<file path="src/rtl/online_ccm_sched_if.sv">
// Handshake and data bundle between filter-tap requesters, the shared CCM and the result consumer.
// master = requester/consumer/CCM side, slave = scheduler.
interface online_ccm_sched_if #(
   parameter int NREQ   = 4,
   parameter int WL     = 8,
   parameter int WL_OUT = 18,
   parameter int TW     = $clog2(NREQ)
);
   logic [NREQ-1:0]    req_valid;
   logic [NREQ*WL-1:0] req_x;
   logic [NREQ-1:0]    req_ready;
   logic               flush;
   logic [WL-1:0]      ccm_x;
   logic [WL_OUT-1:0]  ccm_y;
   logic               res_valid;
   logic [TW-1:0]      res_tag;
   logic [WL_OUT-1:0]  res_y;
   logic               res_ready;

   modport master (
      output req_valid, req_x, flush, ccm_y, res_ready,
      input  req_ready, ccm_x, res_valid, res_tag, res_y
   );

   modport slave (
      input  req_valid, req_x, flush, ccm_y, res_ready,
      output req_ready, ccm_x, res_valid, res_tag, res_y
   );
endinterface

</file>
<file path="src/rtl/online_ccm_sched.sv">
// Round-robin time-sharing of one combinational online CCM among NREQ requesters; CCM_SCHED_STATS_EN adds grant counters and state.
// Latency: handshake at edge t gives res_valid at edge t+LAT+1, one op per clock when unstalled.
// Backpressure: res_valid & ~res_ready freezes ccm_x and the whole pipeline and withholds every grant; flush overrides.
module online_ccm_sched #(
   parameter int Stage = 4,
   parameter int NREQ  = 4,
   parameter int LAT   = 2,
   parameter int SH    = 5
) (
   input  logic               clk,
   input  logic               rst_n,
   online_ccm_sched_if.slave  bus
`ifdef CCM_SCHED_STATS_EN
   ,
   output logic [NREQ*16-1:0] grant_cnt,
   output logic [1:0]         sched_state
`endif
);
   localparam int WL     = 2*Stage;
   localparam int WL_OUT = 2*(Stage+SH);
   localparam int TW     = $clog2(NREQ);

   localparam logic [1:0] ST_IDLE = 2'd0;
   localparam logic [1:0] ST_RUN  = 2'd1;
   localparam logic [1:0] ST_HOLD = 2'd2;

   logic              stall;
   logic              hs;
   logic [NREQ-1:0]   grant;
   logic [TW-1:0]     gnt_idx;
   logic [TW-1:0]     scan_idx;
   logic [TW-1:0]     ptr;
   logic [TW-1:0]     ptr_nxt;
   logic [WL-1:0]     sel_x;
   logic [TW-1:0]     iss_tag;
   logic              iss_v;
   logic [WL_OUT-1:0] pipe_y   [LAT+1];
   logic [TW-1:0]     pipe_tag [LAT+1];
   logic [LAT:0]      pipe_v;
   logic              drain_empty;
   logic [1:0]        state;
   logic [1:0]        state_nxt;

   assign stall = pipe_v[LAT] & ~bus.res_ready;

   // Descending scan so the smallest offset from ptr is the last (winning) assignment.
   always_comb begin
      grant    = '0;
      gnt_idx  = '0;
      scan_idx = '0;
      if (!stall && !bus.flush) begin
         for (int k = NREQ-1; k >= 0; k--) begin
            scan_idx = TW'((int'(ptr) + k) % NREQ);
            if (bus.req_valid[scan_idx]) begin
               grant           = '0;
               grant[scan_idx] = 1'b1;
               gnt_idx         = scan_idx;
            end
         end
      end
   end

   assign hs            = |grant;
   assign bus.req_ready = grant;
   assign sel_x         = bus.req_x[gnt_idx*WL +: WL];
   assign ptr_nxt       = (gnt_idx == TW'(NREQ-1)) ? '0 : gnt_idx + TW'(1);

   assign bus.res_valid = pipe_v[LAT];
   assign bus.res_tag   = pipe_tag[LAT];
   assign bus.res_y     = pipe_y[LAT];

   // Data registers load only behind a valid bit, so bubbles cost no toggling.
   always_ff @(posedge clk) begin
      if (!rst_n) begin
         ptr       <= '0;
         bus.ccm_x <= '0;
         iss_tag   <= '0;
         iss_v     <= 1'b0;
         pipe_v    <= '0;
         state     <= ST_IDLE;
         for (int k = 0; k <= LAT; k++) begin
            pipe_y[k]   <= '0;
            pipe_tag[k] <= '0;
         end
      end else begin
         state <= state_nxt;
         if (bus.flush) begin
            iss_v  <= 1'b0;
            pipe_v <= '0;
         end else if (!stall) begin
            iss_v  <= hs;
            pipe_v <= {pipe_v[LAT-1:0], iss_v};
            if (hs) begin
               bus.ccm_x <= sel_x;
               iss_tag   <= gnt_idx;
               ptr       <= ptr_nxt;
            end
            if (iss_v) begin
               pipe_y[0]   <= bus.ccm_y;
               pipe_tag[0] <= iss_tag;
            end
            for (int k = 1; k <= LAT; k++) begin
               if (pipe_v[k-1]) begin
                  pipe_y[k]   <= pipe_y[k-1];
                  pipe_tag[k] <= pipe_tag[k-1];
               end
            end
         end
      end
   end

   assign drain_empty = !hs && !iss_v && (pipe_v[LAT-1:0] == '0);

   always_comb begin
      state_nxt = state;
      case (state)
         ST_IDLE: if (hs) state_nxt = ST_RUN;
         ST_RUN: begin
            if (stall)            state_nxt = ST_HOLD;
            else if (drain_empty) state_nxt = ST_IDLE;
         end
         ST_HOLD: if (bus.res_ready) state_nxt = ST_RUN;
         default: state_nxt = ST_IDLE;
      endcase
      if (bus.flush) state_nxt = ST_IDLE;
   end

`ifdef CCM_SCHED_STATS_EN
   // Counters survive flush; only rst_n clears them.
   always_ff @(posedge clk) begin
      if (!rst_n) begin
         grant_cnt <= '0;
      end else begin
         for (int i = 0; i < NREQ; i++) begin
            if (grant[i] && grant_cnt[i*16 +: 16] != 16'hFFFF)
               grant_cnt[i*16 +: 16] <= grant_cnt[i*16 +: 16] + 16'd1;
         end
      end
   end

   assign sched_state = state;
`endif
endmodule

</file>
<file path="src/flat_wrapper.sv">
// flat-port wrapper written by rule: the top's interface ports become plain ports
module online_ccm_sched_flat 
#(
   parameter int Stage = 4,
   parameter int NREQ  = 4,
   parameter int LAT   = 2,
   parameter int SH    = 5
)
  (clk, rst_n, bus_req_valid, bus_req_x, bus_flush, bus_ccm_y, bus_res_ready, bus_req_ready, bus_ccm_x, bus_res_valid, bus_res_tag, bus_res_y);
  online_ccm_sched_if #(.NREQ(NREQ), .WL((8)), .WL_OUT((18)), .TW((2))) bus_i ();
  input  logic clk;
  input  logic rst_n;
  input wire logic [$bits(bus_i.req_valid)-1:0] bus_req_valid;
  input wire logic [$bits(bus_i.req_x)-1:0] bus_req_x;
  input wire logic [$bits(bus_i.flush)-1:0] bus_flush;
  input wire logic [$bits(bus_i.ccm_y)-1:0] bus_ccm_y;
  input wire logic [$bits(bus_i.res_ready)-1:0] bus_res_ready;
  output wire logic [$bits(bus_i.req_ready)-1:0] bus_req_ready;
  output wire logic [$bits(bus_i.ccm_x)-1:0] bus_ccm_x;
  output wire logic [$bits(bus_i.res_valid)-1:0] bus_res_valid;
  output wire logic [$bits(bus_i.res_tag)-1:0] bus_res_tag;
  output wire logic [$bits(bus_i.res_y)-1:0] bus_res_y;
  assign bus_i.req_valid = bus_req_valid;
  assign bus_i.req_x = bus_req_x;
  assign bus_i.flush = bus_flush;
  assign bus_i.ccm_y = bus_ccm_y;
  assign bus_i.res_ready = bus_res_ready;
  assign bus_req_ready = bus_i.req_ready;
  assign bus_ccm_x = bus_i.ccm_x;
  assign bus_res_valid = bus_i.res_valid;
  assign bus_res_tag = bus_i.res_tag;
  assign bus_res_y = bus_i.res_y;
  online_ccm_sched #(.Stage(Stage), .NREQ(NREQ), .LAT(LAT), .SH(SH)) u_core (.clk(clk), .rst_n(rst_n), .bus(bus_i));
endmodule
</file>
<file path="config.mk">
export PLATFORM = sky130hd
export DESIGN_NAME = online_ccm_sched_flat
export DESIGN_NICKNAME = d
export VERILOG_FILES = /design/src/rtl/online_ccm_sched_if.sv /design/src/rtl/online_ccm_sched.sv /design/src/flat_wrapper.sv
export SDC_FILE = /design/constraint.sdc
export NUM_CORES = 1
export LEC_CHECK = 0
export CORE_MARGIN = 2
export CORE_UTILIZATION = 35
export DETAILED_ROUTE_END_ITERATION = 16
export GPL_ROUTABILITY_DRIVEN = 0
export SYNTH_ARGS = -nofsm -noshare
export SYNTH_HDL_FRONTEND = slang
export SYNTH_SLANG_ARGS = --single-unit
</file>
<file path="constraint.sdc">
create_clock -name clk -period 3.19 [get_ports clk]
set_input_delay 0.7975 -clock clk [delete_from_list [all_inputs] [get_ports clk]]
set_output_delay 0.7975 -clock clk [all_outputs]
set_load 0.03 [all_outputs]
</file>
Word-level counts from Yosys, hierarchy flattened --
Memory sizes are Yosys's and may differ from the RTL's. Cells that the tools add are included.
Word-level totals: flip-flop bits (word level) 16, bits in writable memories 60, memories kept 2
Operators by class: $add $sub $neg 4, $lt $le $gt $ge 8, eq/ne operators 1, shift operators 1, mux-type cells 49, bitwise logic cells 11, reduce and logical (&&, ||, !) cells 10
Memories:
- u_core.pipe_y | depth 3, width 18, read ports 3, clocked after Yosys merged registers in 0, write ports 3, RTL line online_ccm_sched.sv:37 | logic [WL_OUT-1:0] pipe_y [LAT+1];
- u_core.pipe_tag | depth 3, width 2, read ports 3, clocked after Yosys merged registers in 0, write ports 3, RTL line online_ccm_sched.sv:38 | logic [TW-1:0] pipe_tag [LAT+1];
Operator list (number):
- two-way mux 18 bit | 3
- indexed part select 32 x 6 -> 8 bit | 1
- two-way mux 1 bit | 24
- two-way mux 4 bit | 5
- two-way mux 2 bit | 9
- < comparator 2 x 3 -> 1 bit (second input constant) | 4
- binary-select mux 1 bit (select 2 bit) | 4
- demux 1 bit (select 2 bit) | 4
- >= comparator 2 x 1 -> 1 bit (second input constant) | 4
- bitwise OR 1 bit | 6
- logical AND 1 bit | 5
- adder 2 x 1 -> 2 bit (second input constant) | 2
- adder 2 bit (second input constant) | 2
- NOT 1 bit | 4
- OR reduction 4 bit | 1
- AND reduction 3 bit | 1
- equality test 2 bit (second input constant) | 1
- logical NOT 1 bit | 2
- OR reduction 2 bit | 1
- bitwise AND 1 bit | 1

Logic depth before layout (Yosys ltp) --
depth in word-level cells 12, mapped depth 12, gate-level depth less buffers 8

Worst setup path after synthesis --
OpenSTA, ideal clock, no wires.
path type register to register, start register u_core.ptr[0], end register u_core.ptr[1], setup time 0.116 ns, arrival 3.187 ns, data required time 3.074 ns, setup slack -0.114 ns, cell stages (with the launch flop) 13, buffers on the path 4, clock period less this slack 3.304 ns, cell sequence dfxtp_1 -> buf_6 -> inv_1 -> ha_1 -> mux4_2 -> buf_2 -> a21o_1 -> o311a_1 -> nor4_4 -> buf_6 -> buf_6 -> nand2_1 -> o211a_1
On the way: word-level cells in the longest chain between the ends 12, elaborated cells between the ends (all ways) 46
Ends and longest elaborated chain:
- from (decl) | RTL line online_ccm_sched.sv:32 | logic [TW-1:0] ptr;
- from (signal assigned) | RTL line online_ccm_sched.sv:96 | ptr <= ptr_nxt;
- adder 2 bit | RTL line online_ccm_sched.sv:53 | scan_idx = TW'((int'(ptr) + k) % NREQ);
- < comparator 2 x 3 -> 1 bit (implied by the code) or >= comparator 2 x 1 -> 1 bit (tied branches) | RTL line online_ccm_sched.sv:56 | grant[scan_idx] = 1'b1;
- logical AND 1 bit (implied by the code) | RTL line online_ccm_sched.sv:56
- two-way mux 1 bit (implied by the code) | RTL line online_ccm_sched.sv:56
- demux 1 bit (select 2 bit)
- two-way mux 4 bit (3 in series) | RTL line online_ccm_sched.sv:54 | if (bus.req_valid[scan_idx]) begin
- two-way mux 4 bit * | RTL line online_ccm_sched.sv:54
- two-way mux 4 bit * | RTL line online_ccm_sched.sv:51 | if (!stall && !bus.flush) begin
- via bus_req_ready[3] | RTL line flat_wrapper.sv:18 | output wire logic [$bits(bus_i.req_ready)-1:0] bus_req_ready;
- OR reduction 4 bit * | RTL line online_ccm_sched.sv:63 | assign hs = |grant;
- AND reduction 3 bit (no line) *
Mark *: on every way through the listed nets, which the timed path passes. The rest lies on a longest branch. The select of a mux whose other input is x is not followed. A chain may end at the register's enable or synchronous reset.

Worst setup path after layout --
start register u_core.ptr[0], end output bus_req_ready[0]
On the way: word-level cells in the longest chain between the ends 10, elaborated cells between the ends (all ways) 36
Ends and longest elaborated chain (RTL line):
- adder 2 bit | online_ccm_sched.sv:53
- < comparator 2 x 3 -> 1 bit (implied by the code) or >= comparator 2 x 1 -> 1 bit (tied branches) | online_ccm_sched.sv:56
- logical AND 1 bit (implied by the code) | online_ccm_sched.sv:56
- two-way mux 1 bit (implied by the code) | online_ccm_sched.sv:56
- demux 1 bit (select 2 bit)
- two-way mux 4 bit (3 in series) | online_ccm_sched.sv:54
- two-way mux 4 bit * | online_ccm_sched.sv:54
- two-way mux 4 bit * | online_ccm_sched.sv:51
- to (decl) | flat_wrapper.sv:18
Every way passes the cells marked *; elsewhere a longest branch is shown, timed or not. The select of a mux whose other input is x is not followed.

==> run_results.csv <==
group,metric,value,unit
sta,fin_tns_setup,-0.08737,ns
critical_path,cp_data_required_time,2.39,ns
synth,syn_area,3801,um2
sta,relSlewSlack,67.26,%
sta,clock_skew,0.005675,ns
synth,synth_area_leaders,"edfxtp_1 47%, and2_1 10%, dfxtp_1 8.4%",
cells_and_area,fin_util,49.26,%
global_route,grt_pass1_vias,2552,
cts,cts_tree,"built",
route,drtIter0Drc,57,
placed_design,dpl_cell_area,4870,um2
cts,cts-htree-levels,3,
cts,cts_root_buffer,"clkbuf_8",
route,drc,0,
global_route,antenna_found_initial,0,
global_route,grt_overflow_total,0,
route,viasPerCell,4.773,
critical_path,crit_chain,"inv_4 > ha_4 > mux4_2 > a21o_1 > o311a_1 > buf_12",
min_path,min_to,"u_core.bus.ccm_x[7]$_SDFFE_PN0P_",
synth,ys_types,37,
min_path,hold_class,"register to register",
synth,syn_avg_cell_area,11.99,um2
sta,fmax,0.3051,GHz
run,maxCapViolCount,0,
synth,synth_nets,383,
cells_and_area,fin_cells,555,
synth,synth_top_area_cell,"edfxtp_1",
critical_path,slowest_stage,"mux4_2",
power,clkPwrFrac,22.2,%
cells_and_area,fin_area,5270,um2
critical_path,critical-path-top-delay-family,"compound AO/OA/AOI/OAI gates",
route,wl_per_cell,13.65,um
critical_path,crit_start,"u_core.ptr[0]$_SDFFE_PN0P_",
cells_and_area,syn_to_final_growth,38.64,%
global_route,grt_max_degree,45,
synth,synth_cells,317,
sta,drv_slew,0,
min_path,worstHoldStart,"u_core.bus.ccm_x[7]$_SDFFE_PN0P_",
global_route,grt_pass1_wl,12.23,mm
status,violations,"negative setup slack",
power,p_switching,1.309,mW
critical_path,slowest_delay,0.62,ns
floorplan,row_count,38,
cells_and_area,fin_nets,476,
sta,rsz0062_at_grt,"yes",
min_path,whs_path_depth,2,
power,seqPwrFrac,32.5,%
global_route,gr-usage-all-layers,13.55,%
floorplan,core,10700,um2
power,vdd_drop_max,0.0003815,V
sta,setup_slack,-0.08737,ns
cts,cts_buffers,9,
floorplan,die_w,108.2,um
critical_path,critical_path_class,"register to output pin",
critical_path,reg2reg_slack,0.20,ns
floorplan,start_util,35.53,%
sta,finalSetupViolations,1,
status,outcome,"complete, but fails checks",
floorplan,io_pins,91,
critical_path,reg2reg_from,"u_core.ptr[0]$_SDFFE_PN0P_",
power,p_int,2.563,mW
route,num_vias,2649,
floorplan,dieArea,11710,um2
critical_path,cp.arrival,2.48,ns
route,drt-total-wl,7.576,mm
sta,whs,0.4544,ns
critical_path,critPathLaunchType,"register",
floorplan,die_h,108.2,um
critical_path,cp_num_buf_inv,2,
cells_and_area,drive_gt1_share,17.59,%
placed_design,io_buffers,90,
critical_path,r2r_end,"u_core.iss_tag[1]$_SDFFE_PN0P_",
synth,synth-seq-cells,76,
synth,seq_area_frac_synth,55.83,%
placed_design,dp.cells,534,
cells_and_area,fill_cells,972,
power,pwr_density_cell,734.8,nW/um2
power,combPwrFrac,45.3,%
cts,clk_pin_slew,0.07,ns
sta,hold_viol,0,
power,switching_share,33.80,%
critical_path,worstRegToRegCells,10,
cts,clock_latency,0.34,ns
synth,synth_top_cell_area_share,47.40,%
power,leakagePower,1.999,nW
route,drtPass1Iterations,4,
route,ant_nets,0,
cells_and_area,n_antenna_cell,0,
critical_path,end_kind,"output pin",
cts,hold_buffers,0,
placed_design,dpl.hpwl,5.106,mm
sta,min_period,3.277,ns
sta,finalCritPeriodShare,102.7,%
synth,yosysWarnings,0,
cts,cts_sinks,76,
sta,tightest_slew,0.4893,ns
cts,cts_buffer_depth,2,
critical_path,critPathMaxFanout,7,
==> worst max path at each step <==
stage,endpoint,cells past startpoint
after floorplan,u_core.ptr[1]$_SDFFE_PN0P_,12
after global placement,bus_req_ready[3],5
after CTS,bus_req_ready[2],6
final,bus_req_ready[0],6
after global routing,bus_req_ready[0],6
after detailed placement,bus_req_ready[0],5
==> cells in the mapped netlist <==
| cell type | number |
|---|---|
| buf_4 | 21 |
| o221ai_1 | 1 |
| o311a_1 | 4 |
| edfxtp_1 | 60 |
| nor2b_1 | 4 |
| inv_1 | 11 |
| nor3_1 | 2 |
| or2_2 | 1 |
| buf_6 | 5 |
| nand2_1 | 38 |
| mux2_2 | 1 |
| ha_1 | 8 |
| dfxtp_1 | 16 |
| nor3b_1 | 4 |
| buf_2 | 1 |
| nand2b_1 | 2 |
| a21boi_0 | 8 |
| nor2_1 | 7 |
| a221oi_1 | 8 |
| a2111oi_4 | 1 |
| clkbuf_1 | 9 |
| o211ai_1 | 1 |
| nor4b_1 | 4 |
| o31ai_1 | 1 |
| o21ai_1 | 1 |
| a21boi_1 | 9 |
| nor4_4 | 1 |
| o21ai_0 | 1 |
| mux2i_1 | 5 |
| and2_1 | 62 |
| a311o_1 | 8 |
| and3_1 | 1 |
| a21o_1 | 4 |
| mux4_2 | 4 |
| o211a_1 | 1 |
| nor4_1 | 1 |
| a21oi_1 | 1 |
==> repair_timing <==
action,4_1_cts,5_1_grt
buffers inserted,2,1
gates cloned,2,0
setup endpoints to repair,4,4
pin swaps,8,4
resized for setup,26,6
==> flip-flops by register name (all words and copies together), names as in the netlist <==
signal,cells
u_core.pipe_v,3
u_core.pipe_y,54
u_core.pipe_tag,6
u_core.iss_v,1
u_core.iss_tag,2
u_core.ptr,2
u_core.bus.ccm_x,8
==> stage by stage <==
stage               setup slack (ns)  total power, mW
floorplan                   0.004842            2.290
global placement             -0.3141            2.795
detailed placement           -0.3544            2.817
CTS                        -0.004849            3.832
global route                 -0.1210            4.089
finish                      -0.08737            3.872
==> worst min-delay path, stage by stage (launching register included) <==
cell      delay [ns]
dfxtp_1         0.31
nand2_1         0.05
a21boi_1        0.05
==> power groups by stage <==
stage	logic [mW]	clock network (mW)	registers (mW)
2_1_floorplan	0.918	0	1.37
3_3_place_gp	1.52	0	1.27
3_5_place_dp	1.54	0	1.27
4_1_cts	1.69	0.886	1.26
5_1_grt	1.89	0.924	1.28
6_report	1.75	0.860	1.26
==> metal layers <==
| metal | routed length [um] | vias to the layer above | GRT usage [%] |
|---|---|---|---|
| li1 | - | 1301 | - |
| met1 | 3209 | 1205 | 17.31 |
| met2 | 3422 | 121 | 20.66 |
| met3 | 678 | 22 | 4.099 |
| met4 | 266 | 0 | 7.234 |
| met5 | 0 | - | 0 |
==> cells by family (layout without fill, tap and decap cells) <==
| logic type | count (synthesis) | after routing | share of synthesized area, % |
|---|---|---|---|
| AND/OR/NAND/NOR | 127 | 127 | 18.66 |
| flip-flops | 76 | 76 | 55.83 |
| AO/OA/AOI/OAI | 49 | 49 | 11.16 |
| buffers and inverters | 47 | 143 | 7.735 |
| multiplexers | 10 | 12 | 3.983 |
| adder cells (fa/ha/maj) | 8 | 8 | 2.633 |
==> final cells by class <==
type	count	area [um2]	share of cell area [%]
sequential	76	2125	40.31
multi-input combinational	196	1529	29.01
timing repair buffer	116	1157	21.96
tap	140	175.2	3.324
clock buffer	10	127.6	2.422
clock inverter	6	112.6	2.137
inverter	11	43.79	0.8310
==> cell usage in the layout, fill, tap and decap left out, types with 2 or more instances in the layout <==
cell              n
clkdlybuf4s50_1  82
and2_1           62
edfxtp_1         60
nand2_1          38
buf_4            23
dfxtp_1          14
inv_1             9
a21boi_1          9
clkbuf_8          9
a21boi_0          8
a221oi_1          8
a311o_1           8
nor2_1            7
ha_1              7
mux4_2            6
buf_12            6
mux2i_1           5
a21o_1            4
nor2b_1           4
nor3b_1           3
o311a_4           3
bufinv_16         3
nor4b_4           2
nor4b_2           2
nand2b_1          2
clkinv_4          2
clkdlybuf4s15_2   2
dfxtp_2           2
Power figures use the tool's default switching activity.
